$ cat config.mk
export PLATFORM = sky130hd
export DESIGN_NAME = adc_capture_ctrl_flat
export DESIGN_NICKNAME = d
export VERILOG_FILES = /design/src/rtl/signal_types_pkg.sv /design/src/rtl/adc_capture_ctrl_if.sv /design/src/rtl/adc_decim_strobe.sv /design/src/rtl/adc_capture_ctrl.sv /design/src/flat_wrapper.sv
export SDC_FILE = /design/constraint.sdc
export NUM_CORES = 1
export LEC_CHECK = 0
export BUFFER_PORTS_ARGS = -buffer_cell sky130_fd_sc_hd__buf_2
export CORE_MARGIN = 4
export CORE_UTILIZATION = 33
export CTS_BUF_LIST = sky130_fd_sc_hd__clkbuf_4 sky130_fd_sc_hd__clkbuf_8
export CTS_CLUSTER_SIZE = 16
export DETAILED_ROUTE_END_ITERATION = 6
export PLACE_DENSITY_LB_ADDON = 0.25
export SETUP_SLACK_MARGIN = 0.05
export SLEW_MARGIN = 40
export SYNTH_ARGS = -nofsm -noshare
export SYNTH_HDL_FRONTEND = slang
export SYNTH_SLANG_ARGS = --single-unit
$ cat constraint.sdc
create_clock -name sys_clk -period 4.4 [get_ports sys_clk]
set_input_delay 0.22 -clock sys_clk [delete_from_list [all_inputs] [get_ports sys_clk]]
set_output_delay 0.22 -clock sys_clk [all_outputs]
set_load 0.1 [all_outputs]
$ cat src/rtl/signal_types_pkg.sv
// Shared types for the ADC capture path: the packed sample word plus capture mode/state enums.
package signal_types_pkg;

  typedef struct packed {
    logic [3:0]  channel;
    logic [3:0]  flags;
    logic [23:0] code;
  } adc_sample_t;

  typedef enum logic {
    CAP_SINGLE = 1'b0,
    CAP_RING   = 1'b1
  } cap_mode_t;

  typedef enum logic [2:0] {
    IDLE,
    SINGLE,
    PREFILL,
    ARMED,
    POST,
    DONE
  } cap_state_t;

  function automatic logic is_writing(input cap_state_t s);
    return (s == SINGLE) || (s == PREFILL) || (s == ARMED) || (s == POST);
  endfunction

endpackage

$ cat src/rtl/adc_capture_ctrl_if.sv
// ADC sample stream in and DPRAM write port out, bundled for the capture engine.
interface adc_capture_ctrl_if
  import signal_types_pkg::*;
#(
  parameter int ADDR_W = 13,
  parameter int DATA_W = 32
) ();

  adc_sample_t       adc_sample_in;
  logic              adc_valid_i;
  logic              mem_we_o;
  logic [DATA_W-1:0] mem_data_o;
  logic [ADDR_W-1:0] mem_addr_o;

  // master = sample source / memory side, slave = capture engine
  modport master (output adc_sample_in, adc_valid_i,
                  input  mem_we_o, mem_data_o, mem_addr_o);
  modport slave  (input  adc_sample_in, adc_valid_i,
                  output mem_we_o, mem_data_o, mem_addr_o);

endinterface

$ cat src/rtl/adc_decim_strobe.sv
// Decimation strobe: marks 1 of every (i_ratio+1) valid samples while enabled, restarting on i_clear.
module adc_decim_strobe #(
  parameter int DECIM_W = 8
) (
  input  logic               sys_clk,
  input  logic               sys_rst_n,
  input  logic               i_valid,
  input  logic               i_enable,
  input  logic               i_clear,
  input  logic [DECIM_W-1:0] i_ratio,
  output logic               o_accept
);

  logic [DECIM_W-1:0] r_cnt;

  always_ff @(posedge sys_clk) begin
    if (!sys_rst_n) begin
      r_cnt <= '0;
    end else if (i_clear) begin
      r_cnt <= '0;
    end else if (i_enable && i_valid) begin
      r_cnt <= (r_cnt == i_ratio) ? '0 : r_cnt + 1'b1;
    end
  end

  assign o_accept = i_enable && i_valid && (r_cnt == '0);

endmodule

$ cat src/rtl/adc_capture_ctrl.sv
// ADC-to-DPRAM capture engine: single-shot or pre-trigger ring capture into a power-of-two region.
module adc_capture_ctrl
  import signal_types_pkg::*;
#(
  parameter int ADDR_W    = 13,
  parameter int DATA_W    = 32,
  parameter int BASE_ADDR = 'h400,
  parameter int DEPTH     = 4096,
  parameter int DECIM_W   = 8
) (
  input  logic                     sys_clk,
  input  logic                     sys_rst_n,
  adc_capture_ctrl_if.slave        mem_if,
  input  logic                     trig_i,
  input  logic                     csr_start_i,
  input  logic                     csr_abort_i,
  input  logic                     csr_mode_i,
  input  logic [DECIM_W-1:0]       csr_decim_i,
  input  logic [$clog2(DEPTH)-1:0] csr_pretrig_i,
  output logic                     csr_busy_o,
  output logic                     csr_done_o,
  output logic [ADDR_W-1:0]        csr_trig_addr_o
);

  localparam int                OFF_W   = $clog2(DEPTH);
  localparam int                CNT_W   = OFF_W + 1;
  localparam logic [ADDR_W-1:0] BASE    = ADDR_W'(BASE_ADDR);
  localparam logic [CNT_W-1:0]  DEPTH_C = CNT_W'(DEPTH);
  localparam logic [CNT_W-1:0]  ONE_C   = CNT_W'(1);

  cap_state_t         r_state, w_next_state;
  logic               r_start_d, r_trig_d;
  logic [DECIM_W-1:0] r_decim;
  logic [OFF_W-1:0]   r_pretrig;
  logic [OFF_W-1:0]   r_off;
  logic [CNT_W-1:0]   r_count;
  logic               r_trig_pend;
  logic [ADDR_W-1:0]  r_trig_addr;
  logic               r_done;
  logic               r_we;
  logic [DATA_W-1:0]  r_data;
  logic [ADDR_W-1:0]  r_addr;

  logic               w_start_edge, w_trig_edge, w_go, w_trig_hit, w_accept;
  logic [CNT_W-1:0]   w_post_total;

  assign w_start_edge = csr_start_i && !r_start_d;
  assign w_trig_edge  = trig_i && !r_trig_d;
  assign w_post_total = DEPTH_C - {1'b0, r_pretrig};

  adc_decim_strobe #(.DECIM_W(DECIM_W)) u_decim (
    .sys_clk   (sys_clk),
    .sys_rst_n (sys_rst_n),
    .i_valid   (mem_if.adc_valid_i),
    .i_enable  (is_writing(r_state)),
    .i_clear   (w_go),
    .i_ratio   (r_decim),
    .o_accept  (w_accept)
  );

  always_ff @(posedge sys_clk) begin
    if (!sys_rst_n) r_state <= IDLE;
    else            r_state <= w_next_state;
  end

  always_comb begin
    w_next_state = r_state;
    w_go         = 1'b0;
    w_trig_hit   = 1'b0;
    case (r_state)
      IDLE: begin
        if (w_start_edge) begin
          w_go = 1'b1;
          if (cap_mode_t'(csr_mode_i) == CAP_SINGLE) w_next_state = SINGLE;
          else if (csr_pretrig_i != '0)              w_next_state = PREFILL;
          else                                       w_next_state = ARMED;
        end
      end
      SINGLE:  if (w_accept && r_count == DEPTH_C - ONE_C) w_next_state = DONE;
      PREFILL: if (w_accept && r_count + ONE_C == {1'b0, r_pretrig}) w_next_state = ARMED;
      ARMED: begin
        // a trigger edge coinciding with an accepted sample makes that sample the trigger sample
        if (w_accept && (r_trig_pend || w_trig_edge)) begin
          w_trig_hit   = 1'b1;
          w_next_state = (w_post_total == ONE_C) ? DONE : POST;
        end
      end
      POST:    if (w_accept && r_count == w_post_total - ONE_C) w_next_state = DONE;
      DONE:    w_next_state = IDLE;
      default: w_next_state = IDLE;
    endcase
    if (csr_abort_i) begin
      w_next_state = IDLE;
      w_go         = 1'b0;
      w_trig_hit   = 1'b0;
    end
  end

  always_ff @(posedge sys_clk) begin
    if (!sys_rst_n) begin
      r_start_d   <= 1'b0;
      r_trig_d    <= 1'b0;
      r_decim     <= '0;
      r_pretrig   <= '0;
      r_off       <= '0;
      r_count     <= '0;
      r_trig_pend <= 1'b0;
      r_trig_addr <= BASE;
      r_done      <= 1'b0;
      r_we        <= 1'b0;
      r_data      <= '0;
      r_addr      <= BASE;
    end else begin
      r_start_d <= csr_start_i;
      r_trig_d  <= trig_i;
      r_we      <= w_accept && !csr_abort_i;
      if (w_accept) begin
        r_data <= DATA_W'(mem_if.adc_sample_in);
        r_addr <= BASE + ADDR_W'(r_off);
      end
      if (w_go) begin
        r_decim     <= csr_decim_i;
        r_pretrig   <= csr_pretrig_i;
        r_off       <= '0;
        r_count     <= '0;
        r_trig_pend <= 1'b0;
        r_trig_addr <= BASE;
        r_done      <= 1'b0;
      end else begin
        if (w_accept) begin
          r_off <= r_off + 1'b1;
          // r_count restarts per phase: pre-trigger fill, then post-trigger including the trigger sample
          if (r_state == PREFILL && w_next_state == ARMED) r_count <= '0;
          else if (w_trig_hit)                             r_count <= ONE_C;
          else                                             r_count <= r_count + ONE_C;
        end
        if (w_trig_hit) begin
          r_trig_addr <= BASE + ADDR_W'(r_off);
          r_trig_pend <= 1'b0;
        end else if (r_state == ARMED && w_trig_edge && !csr_abort_i) begin
          r_trig_pend <= 1'b1;
        end
        if (w_next_state == DONE) r_done <= 1'b1;
      end
    end
  end

  assign csr_busy_o        = is_writing(r_state);
  assign csr_done_o        = r_done;
  assign csr_trig_addr_o   = r_trig_addr;
  assign mem_if.mem_we_o   = r_we;
  assign mem_if.mem_data_o = r_data;
  assign mem_if.mem_addr_o = r_addr;

endmodule
$ cat src/flat_wrapper.sv
// flat-port wrapper written by rule: the top's interface ports become plain ports
module adc_capture_ctrl_flat import signal_types_pkg::*;
#(
  parameter int ADDR_W    = 13,
  parameter int DATA_W    = 32,
  parameter int BASE_ADDR = 'h400,
  parameter int DEPTH     = 4096,
  parameter int DECIM_W   = 8
)
  (sys_clk, sys_rst_n, trig_i, csr_start_i, csr_abort_i, csr_mode_i, csr_decim_i, csr_pretrig_i, csr_busy_o, csr_done_o, csr_trig_addr_o, mem_if_adc_sample_in, mem_if_adc_valid_i, mem_if_mem_we_o, mem_if_mem_data_o, mem_if_mem_addr_o);
  adc_capture_ctrl_if #(.ADDR_W(ADDR_W), .DATA_W(DATA_W)) mem_if_i ();
  input  logic sys_clk;
  input  logic sys_rst_n;
  input  logic trig_i;
  input  logic csr_start_i;
  input  logic csr_abort_i;
  input  logic csr_mode_i;
  input  logic [DECIM_W-1:0] csr_decim_i;
  input  logic [$clog2(DEPTH)-1:0] csr_pretrig_i;
  output logic csr_busy_o;
  output logic csr_done_o;
  output logic [ADDR_W-1:0] csr_trig_addr_o;
  input wire logic [$bits(mem_if_i.adc_sample_in)-1:0] mem_if_adc_sample_in;
  input wire logic [$bits(mem_if_i.adc_valid_i)-1:0] mem_if_adc_valid_i;
  output wire logic [$bits(mem_if_i.mem_we_o)-1:0] mem_if_mem_we_o;
  output wire logic [$bits(mem_if_i.mem_data_o)-1:0] mem_if_mem_data_o;
  output wire logic [$bits(mem_if_i.mem_addr_o)-1:0] mem_if_mem_addr_o;
  assign mem_if_i.adc_sample_in = mem_if_adc_sample_in;
  assign mem_if_i.adc_valid_i = mem_if_adc_valid_i;
  assign mem_if_mem_we_o = mem_if_i.mem_we_o;
  assign mem_if_mem_data_o = mem_if_i.mem_data_o;
  assign mem_if_mem_addr_o = mem_if_i.mem_addr_o;
  adc_capture_ctrl #(.ADDR_W(ADDR_W), .DATA_W(DATA_W), .BASE_ADDR(BASE_ADDR), .DEPTH(DEPTH), .DECIM_W(DECIM_W)) u_core (.sys_clk(sys_clk), .sys_rst_n(sys_rst_n), .mem_if(mem_if_i), .trig_i(trig_i), .csr_start_i(csr_start_i), .csr_abort_i(csr_abort_i), .csr_mode_i(csr_mode_i), .csr_decim_i(csr_decim_i), .csr_pretrig_i(csr_pretrig_i), .csr_busy_o(csr_busy_o), .csr_done_o(csr_done_o), .csr_trig_addr_o(csr_trig_addr_o));
endmodule
==> metrics.yaml, run 1 <==
grt-ovfl-total: 0
dr.pass1.iters: 5
wl_met1_um: 7360
synth_nets: 843
clock_tree.root_cell: "clkbuf_8"
p_seq_share_pct: 44.4
path_buf_inv: 1
seq_area_um2: 2380
path_depth: 11
maxCapViolations: 0
min_period_ns: 3.40
vias: 5633
cpMostUsedCell: "mux2i_1"
grt_use_total_pct: 16.2
synth_seq_area_share_pct: 39.0
cts-htree-levels: 4
rsz0062_at_grt: "no"
worst_r2r_endpoint: "u_core.csr_done_o$_SDFFE_PP0N_"
io_buffer_count: 119
numCtsBuffers: 17
whs_path_depth: 3
clk_pin_slew_ns: 0.06
synth_ff_type: "dfxtp_1"
met2_length_um: 7720
pin_count: 120
setup_viol: 0
pwr-share-clk_pct: 41.5
initial_utilization_pct: 33.8
cts.path.max_buffers: 2
synth_edf_count: 0
syn-mean-instance-area_um2: 7.87
ys_types: 62
clk_latency_ns: 0.43
worstHoldStart: "mem_if_adc_sample_in[10]"
final_hold_viol_count: 0
cp-end-kind: "flip-flop"
tightestPinTransition_ns: 0.718
tns_ns: 0
antenna_found_initial: 0
leakagePower_nw: 2.88
fin_crit_sh_pct: 77.3
fin_ws_ns: 1.00
fmax_mhz: 294
crit_type: "reg2reg"
core_um2: 18100
gp_congestion: 0.850
highest-signal-layer: "met4"
ys_top_cells_by_area: "dfxtp_1 (39%), nand2_1 (12%), a21boi_0 (8.1%), xnor2_1 (5.2%), xor2_1 (3.4%)"
min_path_type: "in2reg"
drt_iter0_markers: 304
die_x_um: 144
sw_frac_of_total_pct: 26.7
synth_top_area_share_pct: 39.0
yosysTopAreaCell: "dfxtp_1"
vdd_drop_max_mv: 0.209
routedWlPerCell_um: 14.6
post_cts_resized: 0
required_ns: 4.77
antenna_cells: 0
ff2ff_setup_slack_ns: 1.0
dieArea_um2: 20800
worstPathArrival_ns: 3.77
fillCellCount: 1856
utilization_pct: 40.5
drtAntennaViolNets: 0
critPathTopFamily: "compound AO/OA/AOI/OAI gates"
nets: 940
cp_max_fo: 10
hold_path_end: "u_core.mem_if.mem_data_o[10]$_SDFFE_PN0P_"
worst-r2r-cell-count: 11
final_max_slew_viol_count: 0
clock-sinks: 119
routed_wl_um: 16300
switchingPower_uw: 674
dr_wl_met3_um: 949
syn_area_um2: 6110
placementRows: 49
cp_cell_sequence: "inv_1 -> ha_1 -> nor4b_2 -> nand2_1 -> a211o_1 -> a221oi_1 -> mux2i_1 -> mux2i_1 -> o41a_1 -> nor3_1 -> o21a_1"
pre_cts_ws_ns: 1.00
p_int_mw: 1.85
drc: 0
r2r-start: "u_core.r_pretrig[0]$_SDFFE_PN0P_"
yosysWarnings: 0
dp_hpwl_um: 11400
clock_skew_ns: 0.0111
fp.dieH_um: 144
power-per-cell-area_nw_per_um2: 344
status: "finished clean"
start_kind: "flip-flop"
area_growth_pct: 19.9
grt_max_degree: 74
cts_tree: "yes"
vias_per_cell: 5.05
synth_cells: 777
multi_input_area_um2: 3460
slowest_delay_ns: 0.49
drive_gt1_share_pct: 19.1
relSlewSlack_pct: 52.1
grt_pass1_wl_um: 27200
cp_slowest_cell: "nor4b_2"
grt_pass1_vias: 5505
postSynthRegisterBits: 119
synth-async-reset-ratio_pct: 0
combPwrFrac_pct: 14.1
worst max path at each step:
stage | from | end | slack [ns]
after floorplan | u_core.r_pretrig[0]$_SDFFE_PN0P_ | u_core.csr_done_o$_SDFFE_PP0N_ | 1.39
after global placement | u_core.r_pretrig[0]$_SDFFE_PN0P_ | u_core.csr_done_o$_SDFFE_PP0N_ | 1.11
after detailed placement | u_core.r_pretrig[0]$_SDFFE_PN0P_ | u_core.csr_done_o$_SDFFE_PP0N_ | 1.00
after CTS | u_core.r_pretrig[0]$_SDFFE_PN0P_ | u_core.csr_done_o$_SDFFE_PP0N_ | 0.99
after global routing | u_core.r_pretrig[0]$_SDFFE_PN0P_ | u_core.csr_done_o$_SDFFE_PP0N_ | 0.74
final | u_core.r_pretrig[0]$_SDFFE_PN0P_ | u_core.csr_done_o$_SDFFE_PP0N_ | 1.0
placed cells by master (no fill, tap or decap), drive strengths merged, types with 4 or more instances in the layout:
cell | synthesis | routed
a211oi | 5 | 5
a21boi | 66 | 66
a21oi | 27 | 27
a31oi | 7 | 7
a41oi | 4 | 4
and2 | 7 | 7
and3 | 12 | 12
buf | 11 | 125
clkbuf | 48 | 23
clkinv | 0 | 4
dfxtp | 119 | 119
dlygate4sd3 | 0 | 12
ha | 7 | 7
inv | 7 | 7
nand2 | 196 | 196
nand3 | 24 | 24
nand4 | 20 | 20
nor2 | 44 | 44
nor2b | 7 | 7
nor3 | 16 | 16
nor4 | 12 | 12
o211ai | 4 | 4
o21ai | 16 | 16
or3 | 9 | 9
xnor2 | 36 | 36
xor2 | 25 | 25
synthesized netlist by cell type (8+ instances only):
master	n
a21boi_0	66
a21oi_1	27
and3_1	12
clkbuf_1	46
dfxtp_1	119
nand2_1	196
nand3_1	24
nand4_1	20
nor2_1	44
nor3_1	16
nor4_1	12
o21ai_0	16
or3_1	8
xnor2_1	36
xor2_1	24
flip-flops by register name, summed over array words and instances, names as in the netlist:
register	flops
u_core.mem_if.mem_data_o	32
u_core.csr_trig_addr_o	13
u_core.mem_if.mem_addr_o	13
u_core.r_count	13
u_core.r_off	12
u_core.r_pretrig	12
u_core.r_decim	8
u_core.u_decim.r_cnt	8
u_core.r_state	3
u_core.csr_done_o	1
u_core.mem_if.mem_we_o	1
u_core.r_start_d	1
u_core.r_trig_d	1
u_core.r_trig_pend	1
through the flow:
| step | instances | area, um^2 | power (mW) | hold WS (ns) |
|---|---|---|---|---|
| floorplan | 777 | 6110 | 1.40 | 0.299 |
| global placement | 1072 | 6780 | 1.49 | 0.437 |
| detailed placement | 1072 | 6790 | 1.49 | 0.440 |
| CTS | 1115 | 7330 | 2.56 | 0.000286 |
| global route | 1115 | 7330 | 2.64 | 0.0141 |
| finish | 1115 | 7330 | 2.52 | 0.0372 |
logic make-up after synthesis:
kind of cell,Yosys count,share of synthesized area (%)
flops,119,39.0
xor+xnor,61,8.86
fa+ha+maj,7,1.43
simple gates,366,27.5
buf+inv,66,4.85
mux,3,0.491
compound gates,155,17.8
layer usage:
metal	up-vias	track usage, %
met4	0	6.10
met5	-	0
met3	20	5.16
li1	2868	-
met1	2617	19.9
met2	128	26.6
power by group through the flow:
stage,sequential (mW),combinational (mW),clock (mW)
5_1_grt,1.12,0.389,1.13
3_5_place_dp,1.14,0.347,0
4_1_cts,1.12,0.356,1.08
6_report,1.12,0.355,1.05
3_3_place_gp,1.14,0.347,0
2_1_floorplan,1.18,0.217,0
what timing repair did:
action,in CTS,in global routing
buffers inserted,0,0
hold endpoints to repair,12,0
hold buffers,12,0
final cells by class:
class | count | share of cell area (%)
multi-input cells | 592 | 47.2
flip-flops and latches | 119 | 32.5
repair buffers | 137 | 10.4
clock buffers | 23 | 4.06
well taps | 229 | 3.91
clock inverters | 8 | 1.66
inverters | 7 | 0.358
worst min-delay path: cells and delay by family:
kind / cells / cell delay [ns]
AOI/OAI and AO/OA: 1 / 0.06
buffers and inverters: 1 / 0.09
and+or+nand+nor: 1 / 0.04
Power figures use the tool's default switching activity.
==> inputs of run 2 (changes only) <==
==> constraint.sdc (replaced) <==
create_clock -name sys_clk -period 3.05 [get_ports sys_clk]
set_input_delay 0.1525 -clock sys_clk [delete_from_list [all_inputs] [get_ports sys_clk]]
set_output_delay 0.1525 -clock sys_clk [all_outputs]
set_load 0.1 [all_outputs]
==> metrics.yaml, run 2 (same netlist as run 1, synthesis figures left out) <==
leakagePower_nw: 3.21  # +12%
final_common_cell: "nand2_1"
grt_pass1_vias: 5834  # +6.0%
setup_viol: 0  # unchanged
path_buf_inv: 0  # -1
placed_area_um2: 7030  # +3.6%
crit_type: "reg2reg"
placementRows: 49  # unchanged
area_growth_pct: 30.9
drt_iter0_markers: 296  # -2.6%
cp_max_fo: 14  # +4
final_max_slew_viol_count: 0  # unchanged
fin_ws_ns: 0.187  # -0.813 ns
r2r-start: "u_core.r_count[0]$_SDFFE_PP0P_"
antenna_cells: 0  # unchanged
vias: 5932  # +5.3%
nets: 1015  # +8.0%
vdd_drop_max_mv: 0.390  # +87%
clk_pin_slew_ns: 0.07  # about the same
cp_cell_sequence: "ha_1 -> xor2_1 -> or4_1 -> nor4_2 -> nand4_1 -> a2111oi_0 -> nor2_1 -> o21a_4 -> a21boi_0 -> a41o_1"
min_period_ns: 2.86  # -0.537 ns
grt_max_degree: 68  # -8.1%
maxCapViolations: 0  # unchanged
grt-ovfl-total: 0  # unchanged
clock_skew_ns: 0.0110  # -0.0000384 ns
final_hold_viol_count: 0  # unchanged
dp_hpwl_um: 11700  # +3.1%
io_buffer_count: 119  # unchanged
worstHoldStart: "csr_mode_i"
crit_start: "u_core.r_count[0]$_SDFFE_PP0P_"
numCtsBuffers: 17  # unchanged
dp_cells: 1103  # +2.9%
pin_count: 120  # unchanged
initial_utilization_pct: 33.8  # unchanged
gp_congestion: 0.842  # -0.94%
cp_slowest_cell: "or4_1"
drtAntennaViolNets: 0  # unchanged
worstPathArrival_ns: 3.19  # -0.58 ns
min_path_type: "in2reg"
drc: 0  # unchanged
core_um2: 18100  # unchanged
grt_pass1_wl_um: 28800  # +5.9%
start_kind: "flip-flop"
largest_register_ffs: 32  # unchanged
most-common-layout-cells: "nand2_1 (195), buf_2 (119), dfxtp_1 (117)"
finalNonFillerCells: 1189  # +6.6%
slowest_delay_ns: 0.48  # about the same
cts-htree-levels: 4  # unchanged
pre_cts_ws_ns: -0.0400  # -1.04 ns
vias_per_cell: 4.99  # -1.2%
critPathTopFamily: "compound AO/OA/AOI/OAI gates"
drive_gt1_share_pct: 21.7  # +2.6 points
stdcell_area_um2: 8010  # +9.2%
dieArea_um2: 20800  # unchanged
clk_latency_ns: 0.44  # about the same
fillCellCount: 1796  # -3.2%
fmax_mhz: 349  # +19%
dr.pass1.iters: 5  # unchanged
holdWs_ns: 0.217  # +0.180 ns
clock-sinks: 119  # unchanged
power-per-cell-area_nw_per_um2: 443  # +29%
die_x_um: 144  # unchanged
antenna_found_initial: 0  # unchanged
clock_tree.root_cell: "clkbuf_8"
required_ns: 3.38  # -1.39 ns
cts.path.max_buffers: 2  # unchanged
relSlewSlack_pct: 51.3  # -0.77 points
cp-end-kind: "flip-flop"
status: "finished clean"
routed_wl_um: 17200  # +5.5%
fin_crit_sh_pct: 93.9  # +17 points
rsz0062_at_grt: "no"
routedWlPerCell_um: 14.5  # -1.1%
power_mw: 3.54  # +41%
cts_tree: "yes"
tightestPinTransition_ns: 0.730  # +0.0115 ns
grt_use_total_pct: 17.0  # +0.82 points
fp.dieH_um: 144  # unchanged
run 2: final timing paths:
kind / end / slack (ns) / cells after the start
hold / removal: u_core.r_state[1]$_SDFF_PN0_ / 0.22 / 5
setup reg to reg: u_core.r_count[8]$_SDFFE_PP0P_ / 0.19 / 10
hold reg to reg: u_core.mem_if.mem_addr_o[11]$_SDFFE_PN0P_ / 0.46 / 2
setup / recovery: u_core.r_count[8]$_SDFFE_PP0P_ / 0.19 / 10
run 2: metrics by stage:
step                TNS, ns  util [%]
finish                    0      44.3
global placement          0      38.8
CTS                       0      44.0
global route              0      44.3
detailed placement  -0.0511      38.9
floorplan                 0         -
run 2: area by class of cell:
type                       instances  area, um^2  area share, %
multi-input combinational        592        3510           43.8
sequential                       119        2380           29.8
timing repair buffer             212        1430           17.9
clock buffer                      22         290           3.63
tap                              229         287           3.58
clock inverter                     8        75.1          0.938
inverter                           7        26.3          0.328
run 2: layer usage:
metal | vias to the layer above | wire [um] | track usage [%]
met5 | - | 0 | 0
met4 | 0 | 430 | 6.74
met3 | 40 | 893 | 4.79
met2 | 144 | 8240 | 27.9
met1 | 2730 | 7620 | 21.2
li1 | 3018 | - | -
run 2: worst min-delay path, delay by kind of cell:
kind	cells	cell delay, ns
buffers and inverters	2	0.13
AOI/OAI and AO/OA	1	0.08
and+or+nand+nor	2	0.25
run 2: power by group:
group	internal, mW	leakage (nW)	switching [mW]
sequential	1.58	0.963	0.0253
clock	0.714	0.191	0.626
combinational	0.247	2.06	0.352
total	2.54	3.21	1.00
run 2: timing repair:
action | 4_1_cts | 5_1_grt
hold endpoints to repair | 56 | 0
pin swaps | 0 | 2
gates resized for setup | 2 | 11
buffers inserted | 0 | 0
hold buffers | 56 | 0
setup endpoints to repair | 8 | 11
==> inputs of run 3 (changes only) <==
--- a/config.mk
+++ b/config.mk
@@ -7,7 +7,7 @@
 export LEC_CHECK = 0
 export BUFFER_PORTS_ARGS = -buffer_cell sky130_fd_sc_hd__buf_2
 export CORE_MARGIN = 4
-export CORE_UTILIZATION = 33
+export CORE_UTILIZATION = 30
 export CTS_BUF_LIST = sky130_fd_sc_hd__clkbuf_4 sky130_fd_sc_hd__clkbuf_8
 export CTS_CLUSTER_SIZE = 16
 export DETAILED_ROUTE_END_ITERATION = 6
==> metrics.yaml, run 3 (same netlist as run 1, synthesis figures left out) <==
vdd_drop_max_mv: 0.300  # -23%
final_hold_viol_count: 0  # unchanged
grt_pass1_wl_um: 29000  # +0.91%
clk_pin_slew_ns: 0.07  # about the same
min_path_type: "in2reg"
critPathTopFamily: "simple AND/OR/NAND/NOR gates"
vias: 5896  # -0.61%
cp_max_fo: 13  # -1
relSlewSlack_pct: 52.1  # +0.75 points
drtAntennaViolNets: 0  # unchanged
sw_frac_of_total_pct: 27.3  # -0.96 points
dr.pass1.iters: 4  # -1
start_kind: "flip-flop"
p_seq_share_pct: 42.9  # -2.4 points
most-common-layout-cells: "nand2_1 (195), buf_2 (119), dfxtp_1 (117)"
combPwrFrac_pct: 16.3  # -0.6 points
final_common_cell: "nand2_1"
worstPathArrival_ns: 3.11  # -0.08 ns
fin_crit_sh_pct: 91.5  # -2.4 points
clock_tree.root_cell: "clkbuf_8"
clk_latency_ns: 0.44  # about the same
tns_ns: 0  # unchanged
gp_congestion: 0.841  # about the same
grt_max_degree: 75  # +10%
routedWlPerCell_um: 14.1  # -2.3%
cts_tree: "yes"
power-per-cell-area_nw_per_um2: 461  # +4.1%
switchingPower_mw: 1.02  # +2.0%
p_int_mw: 2.72  # +7.0%
final_max_slew_viol_count: 0  # unchanged
drive_gt1_share_pct: 22.0  # +0.35 points
setup_viol: 0  # unchanged
cp_slowest_cell: "or4_1"
min_period_ns: 2.79  # -0.0718 ns
crit_type: "reg2reg"
numCtsBuffers: 17  # unchanged
die_x_um: 151  # +4.6%
cp-end-kind: "flip-flop"
path_buf_inv: 0  # unchanged
clock-sinks: 119  # unchanged
initial_utilization_pct: 30.9  # -2.9 points
holdWs_ns: 0.0731  # -0.144 ns
pin_count: 120  # unchanged
fillCellCount: 2038  # +13%
antenna_cells: 0  # unchanged
cts.path.max_buffers: 2  # unchanged
cts-htree-levels: 4  # unchanged
placementRows: 51  # +4.1%
core_um2: 19800  # +9.4%
maxCapViolations: 0  # unchanged
grt_use_total_pct: 15.8  # -1.3 points
antenna_found_initial: 0  # unchanged
grt-ovfl-total: 0  # unchanged
status: "finished clean"
required_ns: 3.37  # about the same
routed_wl_um: 17300  # +0.87%
fmax_mhz: 358  # +2.6%
largest_register_ffs: 32  # unchanged
dieArea_um2: 22700  # +9.4%
area_growth_pct: 32.7
pwr-share-clk_pct: 40.9  # +3.1 points
io_buffer_count: 119  # unchanged
vias_per_cell: 4.80  # -3.8%
drc: 0  # unchanged
drt_iter0_markers: 334  # +13%
clock_skew_ns: 0.0150  # +0.00400 ns
slowest_delay_ns: 0.49  # about the same
nets: 1016  # +0.099%
tightestPinTransition_ns: 0.719  # -0.0112 ns
power_mw: 3.74  # +5.6%
rsz0062_at_grt: "yes"
cp_cell_sequence: "ha_1 -> xor2_1 -> or4_1 -> nor4_2 -> nand4_1 -> a2111oi_2 -> nor2_1 -> o21a_4 -> a21boi_0 -> a41o_1"
grt_pass1_vias: 5895  # +1.0%
fp.dieH_um: 151  # +4.6%
leakagePower_nw: 3.23  # +0.77%
dp_hpwl_um: 12000  # +2.7%
[run 3: area by class of cell]
type	count	area (um^2)	share of cell area [%]
flip-flops and latches	119	2380	29.4
clock inverters	10	144	1.77
inverters	7	26.3	0.324
repair buffers	213	1440	17.7
well taps	265	332	4.09
multi-input cells	592	3510	43.2
clock buffers	22	284	3.50
[run 3: power by group through the flow]
stage                     clock, mW  combinational, mW  sequential [mW]
final                          1.53              0.608             1.60
after global routing           1.65              0.665             1.61
after CTS                      1.59              0.597             1.60
after detailed placement          0              0.541             1.64
after global placement            0              0.545             1.64
after floorplan                   0              0.316             1.71
[run 3: routing by layer]
layer	up-vias	GRT usage, %	part of all wire, %
li1	3006	-	-
met1	2735	19.4	45
met2	135	26.6	48
met3	20	4.64	5.3
met4	0	4.85	1.5
met5	-	0	0
[run 3: repair_timing]
| action | CTS | global route |
|---|---|---|
| buffers inserted | 0 | 1 |
| hold buffers | 54 | 0 |
| pin swaps | 0 | 4 |
| hold endpoints to repair | 54 | 0 |
| resized for setup | 2 | 12 |
| setup endpoints to repair | 9 | 14 |
[run 3: metrics by stage]
step	utilization [%]	setup slack, ns	cells	cell area [um^2]
after floorplan	-	0.155	777	6120
after global placement	35.8	0.0576	1141	7080
after global routing	41.0	0.0175	1228	8110
after detailed placement	35.8	0.00838	1141	7090
after CTS	40.8	0.0614	1227	8060
final	41.0	0.258	1228	8110
[run 3: final timing paths]
| kind | depth (start not counted) | end | startpoint | slack, ns |
|---|---|---|---|---|
| setup / recovery | 10 | u_core.r_count[8]$_SDFFE_PP0P_ | u_core.r_count[0]$_SDFFE_PP0P_ | 0.26 |
| hold / removal | 2 | u_core.mem_if.mem_we_o$_SDFF_PN0_ | csr_abort_i | 0.07 |
| setup reg to reg | 10 | u_core.r_count[8]$_SDFFE_PP0P_ | u_core.r_count[0]$_SDFFE_PP0P_ | 0.26 |
| hold reg to reg | 2 | u_core.csr_trig_addr_o[11]$_SDFFE_PP0P_ | u_core.csr_trig_addr_o[11]$_SDFFE_PP0P_ | 0.45 |
